[config.mk]
export PLATFORM = sky130hd
export DESIGN_NAME = call_stack
export DESIGN_NICKNAME = d
export VERILOG_FILES = /design/src/rtl/call_stack.sv
export SDC_FILE = /design/constraint.sdc
export NUM_CORES = 1
export LEC_CHECK = 0
export BUFFER_PORTS_ARGS = -buffer_cell sky130_fd_sc_hd__buf_2
export CORE_ASPECT_RATIO = 1.4
export CORE_UTILIZATION = 50
export CTS_CLUSTER_SIZE = 25
export DETAILED_ROUTE_END_ITERATION = 8
export PLACE_DENSITY = 0.68
export SLEW_MARGIN = 10
export SYNTH_ARGS = -nofsm -noshare
export SYNTH_HDL_FRONTEND = slang
export SYNTH_SLANG_ARGS = --single-unit
[constraint.sdc]
create_clock -name clk_pc -period 3.7 [get_ports clk_pc]
set_clock_uncertainty 0.05 [all_clocks]
set_input_delay 0.37 -clock clk_pc [delete_from_list [all_inputs] [get_ports clk_pc]]
set_output_delay 0.37 -clock clk_pc [all_outputs]
set_load 0.01 [all_outputs]
[src/rtl/call_stack.sv]
// Circular return-address stack for the PIC16F84 core, with PIC-style wrap on overflow and underflow.
// Optional sticky error flags are built only when CALL_STACK_FLAGS_EN is defined.
module call_stack #(
    parameter int DEPTH      = 8,
    parameter int PTR_WIDTH  = 3,
    parameter int ADDR_WIDTH = 12
) (
    input  logic                  clk_pc,
    input  logic                  reset_n,
    input  logic                  push_enable,
    input  logic [ADDR_WIDTH-1:0] push_value,
    input  logic                  pop_enable,
    input  logic                  flags_clear,
    output logic [ADDR_WIDTH-1:0] return_value,
    output logic [PTR_WIDTH:0]    stack_level,
    output logic                  stack_empty,
    output logic                  stack_full,
    output logic                  stack_overflow,
    output logic                  stack_underflow
);

    localparam logic [PTR_WIDTH-1:0] PTR_ONE   = PTR_WIDTH'(1);
    localparam logic [PTR_WIDTH:0]   LEVEL_ONE = (PTR_WIDTH + 1)'(1);
    localparam logic [PTR_WIDTH:0]   LEVEL_MAX = (PTR_WIDTH + 1)'(DEPTH);

    logic [ADDR_WIDTH-1:0] mem [DEPTH];
    logic [PTR_WIDTH-1:0]  ptr;
    logic [PTR_WIDTH-1:0]  top_ptr;
    logic [PTR_WIDTH:0]    level;

    logic push_only;
    logic pop_only;
    logic top_replace;
    logic overflow_event;
    logic underflow_event;

    assign top_ptr      = ptr - PTR_ONE;
    assign return_value = mem[top_ptr];
    assign stack_level  = level;
    assign stack_empty  = (level == '0);
    assign stack_full   = (level == LEVEL_MAX);

    // A simultaneous push and pop on an empty stack degrades to a plain push.
    always_comb begin
        push_only       = 1'b0;
        pop_only        = 1'b0;
        top_replace     = 1'b0;
        overflow_event  = 1'b0;
        underflow_event = 1'b0;
        if (push_enable && (!pop_enable || stack_empty)) begin
            push_only = 1'b1;
        end
        if (pop_enable && !push_enable) begin
            pop_only = 1'b1;
        end
        if (push_enable && pop_enable && !stack_empty) begin
            top_replace = 1'b1;
        end
        if (push_only && stack_full) begin
            overflow_event = 1'b1;
        end
        if (pop_enable && stack_empty) begin
            underflow_event = 1'b1;
        end
    end

    always_ff @(posedge clk_pc or negedge reset_n) begin
        if (!reset_n) begin
            ptr   <= '0;
            level <= '0;
        end else if (push_only) begin
            ptr <= ptr + PTR_ONE;
            if (!stack_full) begin
                level <= level + LEVEL_ONE;
            end
        end else if (pop_only) begin
            ptr <= top_ptr;
            if (!stack_empty) begin
                level <= level - LEVEL_ONE;
            end
        end
    end

    always_ff @(posedge clk_pc or negedge reset_n) begin
        if (!reset_n) begin
            for (int i = 0; i < DEPTH; i++) begin
                mem[i] <= '0;
            end
        end else if (push_only) begin
            mem[ptr] <= push_value;
        end else if (top_replace) begin
            mem[top_ptr] <= push_value;
        end
    end

`ifdef CALL_STACK_FLAGS_EN
    logic overflow_flag;
    logic underflow_flag;

    // An error event in the same cycle as a clear leaves the flag set.
    always_ff @(posedge clk_pc or negedge reset_n) begin
        if (!reset_n) begin
            overflow_flag  <= 1'b0;
            underflow_flag <= 1'b0;
        end else begin
            if (overflow_event) begin
                overflow_flag <= 1'b1;
            end else if (flags_clear) begin
                overflow_flag <= 1'b0;
            end
            if (underflow_event) begin
                underflow_flag <= 1'b1;
            end else if (flags_clear) begin
                underflow_flag <= 1'b0;
            end
        end
    end

    assign stack_overflow  = overflow_flag;
    assign stack_underflow = underflow_flag;
`else
    logic unused_flag_inputs;

    assign unused_flag_inputs = flags_clear ^ overflow_event ^ underflow_event;
    assign stack_overflow     = 1'b0;
    assign stack_underflow    = 1'b0;
`endif

endmodule

==> flow_metrics.env, run 1 <==
export IMPL_grt_pass1_vias=3675
export IMPL_synth_xor_area_share_pct=1.022
export IMPL_grt_max_degree=104
export IMPL_clock_sinks=103
export IMPL_critPathMaxFanout=15
export IMPL_drv_slew=0
export IMPL_grt_usage_pct=24.21
export IMPL_outcome="finished, violations left"
export IMPL_cts_buffers=9
export IMPL_avgSynthCellArea_um2=12.42
export IMPL_yosys_area_share_simple_pct=7.863
export IMPL_powerDensity_nw_per_um2=1070
export IMPL_syn_area_um2=5140
export IMPL_rsz0062_at_grt="no"
export IMPL_irDropWorstVdd_uv=555.3
export IMPL_fin_area_um2=5833
export IMPL_via_per_inst=5.986
export IMPL_cp_required_ps=3280
export IMPL_ff2ff_path_depth=6
export IMPL_dr_pass1_iters=4
export IMPL_reg2reg_to="mem[47]$_DFFE_PN0P_"
export IMPL_cp_data_arrival_time_ps=2980
export IMPL_antenna_found_initial=0
export IMPL_overflow=0
export IMPL_final_antenna_net_count=0
export IMPL_synthAdderAreaFrac_pct=0.7303
export IMPL_io_pins=37
export IMPL_wl_um=11660
export IMPL_synth_flop_cell="dfrtp_1"
export IMPL_hp_class="primary input to async pin"
export IMPL_grt_pass1_wl_um=19190
export IMPL_violations="hold timing"
export IMPL_ctsResizeCount=0
export IMPL_clockRootBuffer="clkbuf_16"
export IMPL_synth_distinct_cells=51
export IMPL_cp_end_kind="output port"
export IMPL_critPathLaunchType="flip-flop"
export IMPL_fin_crit_ps=3395
export IMPL_postPlaceCellArea_um2=5519
export IMPL_wl_per_cell_um=19.93
export IMPL_synth_compound_gate_area_share_pct=10.44
export IMPL_async_reset_ff_share_pct=100.0
export IMPL_relSlewSlack_pct=53.62
export IMPL_vias=3502
export IMPL_yosysWarnings=0
export IMPL_die_w_um=87.69
export IMPL_ys_ff_latch=103
export IMPL_clock_latency_ps=340
export IMPL_criticalPathCategory="flip-flop to output port"
export IMPL_drc=0
export IMPL_layout_nets=465
export IMPL_setup_viol=0
export IMPL_final_cell_mix="dfrtp_1 (103), mux2_2 (100), buf_2 (32), nand2_1 (22), buf_4 (18)"
export IMPL_max_freq_mhz=294.5
export IMPL_io_buffers=33
export IMPL_timing_hold_ws_ps=-3.384
export IMPL_drive_gt1_share_pct=38.89
export IMPL_timing_reg2reg_setup_slack_ps=600
export IMPL_finalHoldViolCount=4
export IMPL_drv_cap=0
export IMPL_syn_to_final_growth_pct=13.49
export IMPL_num_antenna_cells=0
export IMPL_htreeDepth=3
export IMPL_dp_hpwl_um=7630
export IMPL_setup_tns_ps=0
export IMPL_cts_tree="built"
export IMPL_final_common_cell="dfrtp_1"
export IMPL_post_cts_setup_buffers=0
export IMPL_cts_hold_buf=0
export IMPL_row_count=43
export IMPL_synth_top_family_by_area="multiplexers"
export IMPL_drtIter0Drc=248
export IMPL_synthMuxAreaShare_pct=26.14
export IMPL_ys_seq_area_share_pct=50.15
export IMPL_tightest_slew_ps=692.5
export IMPL_clk_pin_slew_worst_paths_ps=70
export IMPL_die_area_um2=10700
export IMPL_rr_startpoint="ptr[1]$_DFFE_PN0P_"
export IMPL_p_leak_nw=2.552
export IMPL_synth_edf_count=0
export IMPL_fin_crit_sh_pct=91.76
export IMPL_clk_path_buf_depth=2
export IMPL_gp_congestion=0.7709
export IMPL_core_area_um2=9953
export IMPL_die_h_um=122.0
export IMPL_initial_core_util_pct=51.64
export IMPL_syn_inst=414
[per-stage QoR]
stage               power [mW]  setup WS [ps]  std cells  utilization, %  hold WS (ps)
detailed placement       5.253          599.9        569           55.45         434.9
CTS                      6.282          293.2        585           58.60         66.78
global route             6.671          146.1        585           58.60         57.21
finish                   6.242          305.0        585           58.60        -3.384
global placement         5.138          657.1        569           55.45         414.5
floorplan                4.217          705.0        415               -         24.41
[critical path, stage by stage, from the launching register on]
cell and delay, ps:
dfrtp_1 580, inv_1 160, ha_1 330, xor2_4 450, buf_4 330, mux2i_1 200, o21ai_0 90, a211o_1 320
buf_2 150
[cell usage after synthesis, drive strengths merged (6+ instances only)]
master  count  area share (%)
dfrtp     103              50
mux2      102              22
nand2      22             1.6
buf        20             2.5
mux2i      15             2.9
o21ai      14             1.4
clkbuf     12            0.88
nand3      12             1.2
a221oi     11             1.9
a21oi      10            0.97
nor2        7            0.51
a31oi       6            0.73
nor3        6            0.58
[worst max-delay path by stage]
stage	startpoint	endpoint	slack, ps	depth (start not counted)
final	ptr[1]$_DFFE_PN0P_	return_value[8]	300	8
after global routing	ptr[1]$_DFFE_PN0P_	return_value[8]	150	8
after CTS	ptr[1]$_DFFE_PN0P_	return_value[8]	290	8
after detailed placement	ptr[1]$_DFFE_PN0P_	mem[47]$_DFFE_PN0P_	600	6
after global placement	ptr[1]$_DFFE_PN0P_	mem[42]$_DFFE_PN0P_	660	6
after floorplan	ptr[0]$_DFFE_PN0P_	return_value[9]	710	10
[area by class of cell]
cell class,instances,area [µm²]
repair buffers,51,315.3
clock buffers,11,232.7
flip-flops and latches,103,2577
multi-input cells,277,2446
well taps,135,168.9
fillers,849,4120
inverters,3,11.26
clock inverters,5,81.33
[power breakdown]
group	leakage [nW]	internal, mW	switching (mW)
combinational	1.16	1.50	1.67
clock	0.155	0.596	0.413
sequential	1.24	1.69	0.371
[metal layers]
metal  track usage [%]  routed length, µm
met1             30.01               4960
met2             41.80               6174
met3             4.336                320
met4             9.016                204
met5                 0                  0
[cell families after synthesis]
kind of cell | Yosys count
buffers and inverters | 35
other | 1
and+or+nand+nor | 77
DFF | 103
muxes | 119
xor gates and xnor gates | 6
AOI/OAI and AO/OA | 70
adders and majority gates | 3
[sequential cells by signal (all words and copies together), names as in the netlist]
name / count
mem: 96
stack_level: 4
ptr: 3
No activity file was read; power rests on OpenSTA's default activity.
==> run 2: changes to the inputs <==
--- a/config.mk
+++ b/config.mk
@@ -7,10 +7,10 @@
 export LEC_CHECK = 0
 export BUFFER_PORTS_ARGS = -buffer_cell sky130_fd_sc_hd__buf_2
 export CORE_ASPECT_RATIO = 1.4
-export CORE_UTILIZATION = 50
+export CORE_UTILIZATION = 60
 export CTS_CLUSTER_SIZE = 25
 export DETAILED_ROUTE_END_ITERATION = 8
-export PLACE_DENSITY = 0.68
+export PLACE_DENSITY = 0.79
 export SLEW_MARGIN = 10
 export SYNTH_ARGS = -nofsm -noshare
 export SYNTH_HDL_FRONTEND = slang
==> run 2 against run 1 <==
Effect of this change: the run now ends clean; wire length grew 1.3%; count of clock-buffer cells in the layout grew 1; sequential cell count did not move; global-route usage increased by 4.7 points; non-clock buffer count is 3 higher; total power fell by 0.90%; sequential power hardly changed; critical path type unchanged.
==> flow_metrics.env, run 2 (synthesis results as in run 1) <==
export IMPL_outcome="finished clean"
export IMPL_drive_gt1_share_pct=39.51
export IMPL_criticalPathCategory="flip-flop to output port"
export IMPL_cts_buffers=9
export IMPL_final_common_cell="dfrtp_1"
export IMPL_hp_class="primary input to async pin"
export IMPL_dp_hpwl_um=7659
export IMPL_cts_tree="built"
export IMPL_setup_tns_ps=0
export IMPL_crit_path_cell_trace="inv_1, ha_1, xor2_4, buf_4, mux2i_1, o21ai_0, a211o_1, buf_2"
export IMPL_power_frac_seq_pct=33.4
export IMPL_gp_congestion=0.8338
export IMPL_critPathMaxStageDelay_ps=560
export IMPL_layout_nets=468
export IMPL_clock_latency_ps=350
export IMPL_grt_max_degree=61
export IMPL_relSlewSlack_pct=17.64
export IMPL_row_count=39
export IMPL_fin_area_um2=5773
export IMPL_io_buffers=33
export IMPL_critPathMaxFanout=13
export IMPL_wl_per_cell_um=21.29
export IMPL_p_leak_nw=2.539
export IMPL_p_clk_share_pct=14.7
export IMPL_cp_required_ps=3280
export IMPL_p_int_mw=3.698
export IMPL_dr_pass1_iters=5
export IMPL_clk_pin_slew_worst_paths_ps=70
export IMPL_ff2ff_path_depth=7
export IMPL_cp_end_kind="output port"
export IMPL_clockRootBuffer="clkbuf_16"
export IMPL_powerDensity_nw_per_um2=1071
export IMPL_wl_um=11820
export IMPL_tightest_slew_ps=1231
export IMPL_rsz0062_at_grt="no"
export IMPL_grt_pass1_vias=3681
export IMPL_post_cts_setup_buffers=0
export IMPL_critPathLaunchType="flip-flop"
export IMPL_drv_cap=0
export IMPL_initial_core_util_pct=62.33
export IMPL_max_freq_mhz=301.0
export IMPL_clock_sinks=103
export IMPL_ctsResizeCount=0
export IMPL_cp_slowest_cell="dfrtp_1"
export IMPL_grt_pass1_wl_um=19310
export IMPL_syn_to_final_growth_pct=12.32
export IMPL_clk_path_buf_depth=2
export IMPL_grt_usage_pct=28.87
export IMPL_largest_register="mem"
export IMPL_fillers=576
export IMPL_fin_crit_ps=3322
export IMPL_die_h_um=111.5
export IMPL_num_antenna_cells=0
export IMPL_drtIter0Drc=346
export IMPL_largest_register_ffs=96
export IMPL_drc=0
export IMPL_timing_reg2reg_setup_slack_ps=660
export IMPL_via_per_inst=6.521
export IMPL_cp_data_arrival_time_ps=2900
export IMPL_p_switching_mw=2.487
export IMPL_finalHoldViolCount=0
export IMPL_overflow=0
export IMPL_core_area_um2=8247
export IMPL_rr_startpoint="ptr[1]$_DFFE_PN0P_"
export IMPL_postPlaceCellArea_um2=5488
export IMPL_reg2reg_to="mem[29]$_DFFE_PN0P_"
export IMPL_irDropWorstVdd_uv=595.3
export IMPL_comb_power_share_pct=51.9
export IMPL_cts_hold_buf=0
export IMPL_die_area_um2=8946
export IMPL_final_antenna_net_count=0
export IMPL_p_sw_share_pct=40.20
export IMPL_antenna_found_initial=0
export IMPL_final_cell_mix="dfrtp_1 (103), mux2_2 (100), buf_2 (32), nand2_1 (22), buf_4 (22)"
export IMPL_setup_viol=0
export IMPL_io_pins=37
export IMPL_htreeDepth=3
export IMPL_drv_slew=0
export IMPL_die_w_um=80.23
export IMPL_vias=3619
export IMPL_fin_crit_sh_pct=89.79
[run 2: changes by cell type in the layout (fill, tap and decap cells not counted), sizes merged]
cell	previous run	this run
buf	51	54
bufinv	2	0
clkinvlp	0	2
clkbuf	11	12
clkinv	3	2
[run 2: worst max path at each step]
stage | cells after the start | startpoint | slack (ps) | endpoint
after floorplan | 10 | ptr[0]$_DFFE_PN0P_ | 710 | return_value[9]
after global placement | 6 | ptr[1]$_DFFE_PN0P_ | 770 | mem[39]$_DFFE_PN0P_
after detailed placement | 6 | ptr[1]$_DFFE_PN0P_ | 740 | mem[42]$_DFFE_PN0P_
after CTS | 8 | ptr[1]$_DFFE_PN0P_ | 400 | return_value[8]
after global routing | 8 | ptr[1]$_DFFE_PN0P_ | 240 | return_value[8]
final | 8 | ptr[1]$_DFFE_PN0P_ | 380 | return_value[8]
[run 2: power groups by stage]
stage	registers [mW]	clock network [mW]	logic (mW)
final	2.07	0.908	3.21
after global routing	2.15	0.960	3.44
after CTS	2.07	0.913	3.20
after detailed placement	2.08	0	3.18
after global placement	2.03	0	3.08
after floorplan	1.93	0	2.29
[run 2: per-layer routing]
metal,vias up,wire length [µm],part of all wire (%),track usage [%]
li1,1618,-,-,-
met1,1846,4863,41,38.03
met2,128,6038,51,47.07
met3,27,593,5.0,4.426
met4,0,320,2.7,12.50
met5,-,0,0,0
[run 2: metrics by stage]
step	cells	hold WS (ps)	utilization, %	worst slack (ps)	power, mW
6_report	555	29.20	70.00	377.6	6.185
5_1_grt	555	90.00	70.00	240.0	6.547
4_1_cts	555	67.86	70.00	403.5	6.176
3_5_place_dp	539	425.0	66.55	742.5	5.260
3_3_place_gp	539	412.7	66.55	774.7	5.111
2_1_floorplan	415	24.41	-	705.0	4.217
[run 2: cell type report]
| type | count | area [µm²] | area share (%) |
|---|---|---|---|
| tap | 102 | 127.6 | 2.211 |
| timing repair buffer | 54 | 325.3 | 5.635 |
| multi-input combinational | 277 | 2446 | 42.37 |
| sequential | 103 | 2577 | 44.65 |
| clock buffer | 12 | 256.5 | 4.443 |
| clock inverter | 4 | 28.78 | 0.4985 |
| inverter | 3 | 11.26 | 0.1951 |
[run 2: worst max-delay path: cells and delay by family (launching register included)]
family	cells	cell delay [ps]
AOI/OAI and AO/OA	2	440
xor gates and xnor gates	1	450
adders and majority gates	1	340
buffers and inverters	3	570
DFF	1	560
muxes	1	200
==> run 3: changes to the inputs <==
--- a/config.mk
+++ b/config.mk
@@ -10,6 +10,7 @@
 export CORE_UTILIZATION = 60
 export CTS_CLUSTER_SIZE = 25
 export DETAILED_ROUTE_END_ITERATION = 8
+export MAX_ROUTING_LAYER = met4
 export PLACE_DENSITY = 0.79
 export SLEW_MARGIN = 10
 export SYNTH_ARGS = -nofsm -noshare
==> run 3 against run 2 <==
Effect of this change: sequential cell count stayed put; first-iteration DRC count is 6.9% higher; global-route usage is 0.89 points higher; die area stayed put; wire length is 0.71% lower; critical path depth stayed put; sequential share of layout area stayed put; design area stayed put; clock power is 0.6% lower; critical endpoint unchanged; largest cell class unchanged; highest routed layer unchanged.
==> flow_metrics.env, run 3 (synthesis results as in run 1) <==
export IMPL_relSlewSlack_pct=16.03
export IMPL_antenna_found_initial=0
export IMPL_die_w_um=80.23
export IMPL_cp_top_family="buffers and inverters"
export IMPL_overflow=0
export IMPL_clk_path_buf_depth=2
export IMPL_setup_viol=0
export IMPL_setup_tns_ps=0
export IMPL_io_pins=37
export IMPL_dr_pass1_iters=4
export IMPL_clock_latency_ps=340
export IMPL_die_area_um2=8946
export IMPL_row_count=39
export IMPL_crit_path_cell_trace="inv_1, ha_1, xor2_4, buf_4, mux2i_1, o21ai_0, a211o_1, buf_2"
export IMPL_critPathMaxStageDelay_ps=560
export IMPL_htreeDepth=3
export IMPL_syn_to_final_growth_pct=12.32
export IMPL_final_antenna_net_count=0
export IMPL_wl_per_cell_um=21.14
export IMPL_p_leak_nw=2.539
export IMPL_drc=0
export IMPL_drtIter0Drc=370
export IMPL_clock_sinks=103
export IMPL_vias=3588
export IMPL_cp_required_ps=3280
export IMPL_critical_path_buf_inv_count=3
export IMPL_critPathMaxFanout=13
export IMPL_clockRootBuffer="clkbuf_16"
export IMPL_cts_hold_buf=0
export IMPL_initial_core_util_pct=62.33
export IMPL_clk_pin_slew_worst_paths_ps=70
export IMPL_final_cell_mix="dfrtp_1 (103), mux2_2 (100), buf_2 (32), nand2_1 (22), buf_4 (22)"
export IMPL_rsz0062_at_grt="no"
export IMPL_layout_nets=468
export IMPL_dp_hpwl_um=7659
export IMPL_fillers=576
export IMPL_finalHoldViolCount=0
export IMPL_largest_register="mem"
export IMPL_criticalPathCategory="flip-flop to output port"
export IMPL_hp_class="primary input to async pin"
export IMPL_cts_tree="built"
export IMPL_powerDensity_nw_per_um2=1068
export IMPL_drv_cap=0
export IMPL_final_common_cell="dfrtp_1"
export IMPL_power_mw=6.167
export IMPL_fin_crit_ps=3296
export IMPL_grt_usage_pct=29.76
export IMPL_post_cts_setup_buffers=0
export IMPL_tightest_slew_ps=1255
export IMPL_ctsResizeCount=0
export IMPL_num_antenna_cells=0
export IMPL_timing_reg2reg_setup_slack_ps=640
export IMPL_cp_end_kind="output port"
export IMPL_largest_register_ffs=96
export IMPL_core_area_um2=8247
export IMPL_cp_data_arrival_time_ps=2880
export IMPL_wl_um=11730
export IMPL_drv_slew=0
export IMPL_grt_pass1_wl_um=19300
export IMPL_io_buffers=33
export IMPL_drive_gt1_share_pct=39.51
export IMPL_cp_slowest_cell="dfrtp_1"
export IMPL_grt_max_degree=61
export IMPL_die_h_um=111.5
export IMPL_via_per_inst=6.465
export IMPL_cts_buffers=9
export IMPL_grt_pass1_vias=3699
export IMPL_critPathLaunchType="flip-flop"
export IMPL_irDropWorstVdd_uv=594.9
export IMPL_gp_congestion=0.8466
export IMPL_fin_crit_sh_pct=89.08
export IMPL_max_freq_mhz=303.4
export IMPL_outcome="finished clean"
[run 3: cell counts in the layout (fill, tap and decap cells not counted)]
Identical to the previous run, type by type.
[run 3: area by class of cell]
cell class                 instances  area (µm²)  share of cell area (%)
clock inverter                     4       28.78                  0.4985
timing repair buffer              54       325.3                   5.635
multi-input combinational        277        2446                   42.37
inverter                           3       11.26                  0.1951
clock buffer                      12       256.5                   4.443
tap                              102       127.6                   2.211
sequential                       103        2577                   44.65
[run 3: metrics by stage]
stage	cells	util (%)	area [µm²]	hold WS, ps	setup WS (ps)
2_1_floorplan	415	-	5144	24.41	705.0
3_3_place_gp	539	66.55	5488	412.7	774.7
3_5_place_dp	539	66.55	5488	425.0	742.5
4_1_cts	555	70.00	5773	67.86	403.5
5_1_grt	555	70.00	5773	91.66	240.1
6_report	555	70.00	5773	35.61	404.0
[run 3: final timing paths]
| check | endpoint | cells after the start | from |
|---|---|---|---|
| max | return_value[8] | 8 | ptr[1]$_DFFE_PN0P_ |
| min | stack_level[2]$_DFFE_PN0P_ | 1 | reset_n |
| max reg2reg | mem[29]$_DFFE_PN0P_ | 7 | ptr[1]$_DFFE_PN0P_ |
| min reg2reg | mem[86]$_DFFE_PN0P_ | 1 | mem[86]$_DFFE_PN0P_ |
| max in group asynchronous | mem[73]$_DFFE_PN0P_ | 2 | reset_n |
| min in group clk_pc | mem[86]$_DFFE_PN0P_ | 2 | push_value[2] |
[run 3: report_power, final]
group,switching (mW),total (mW),internal (mW)
clock network,0.409,0.903,0.495
registers,0.373,2.07,1.69
logic,1.69,3.20,1.51
total,2.47,6.17,3.70
[run 3: routing by layer]
metal	share of wire, %	global-route usage (%)
met4	2.2	12.38
met1	40	38.03
met3	5.5	4.508
met2	52	47.12
met5	0	-
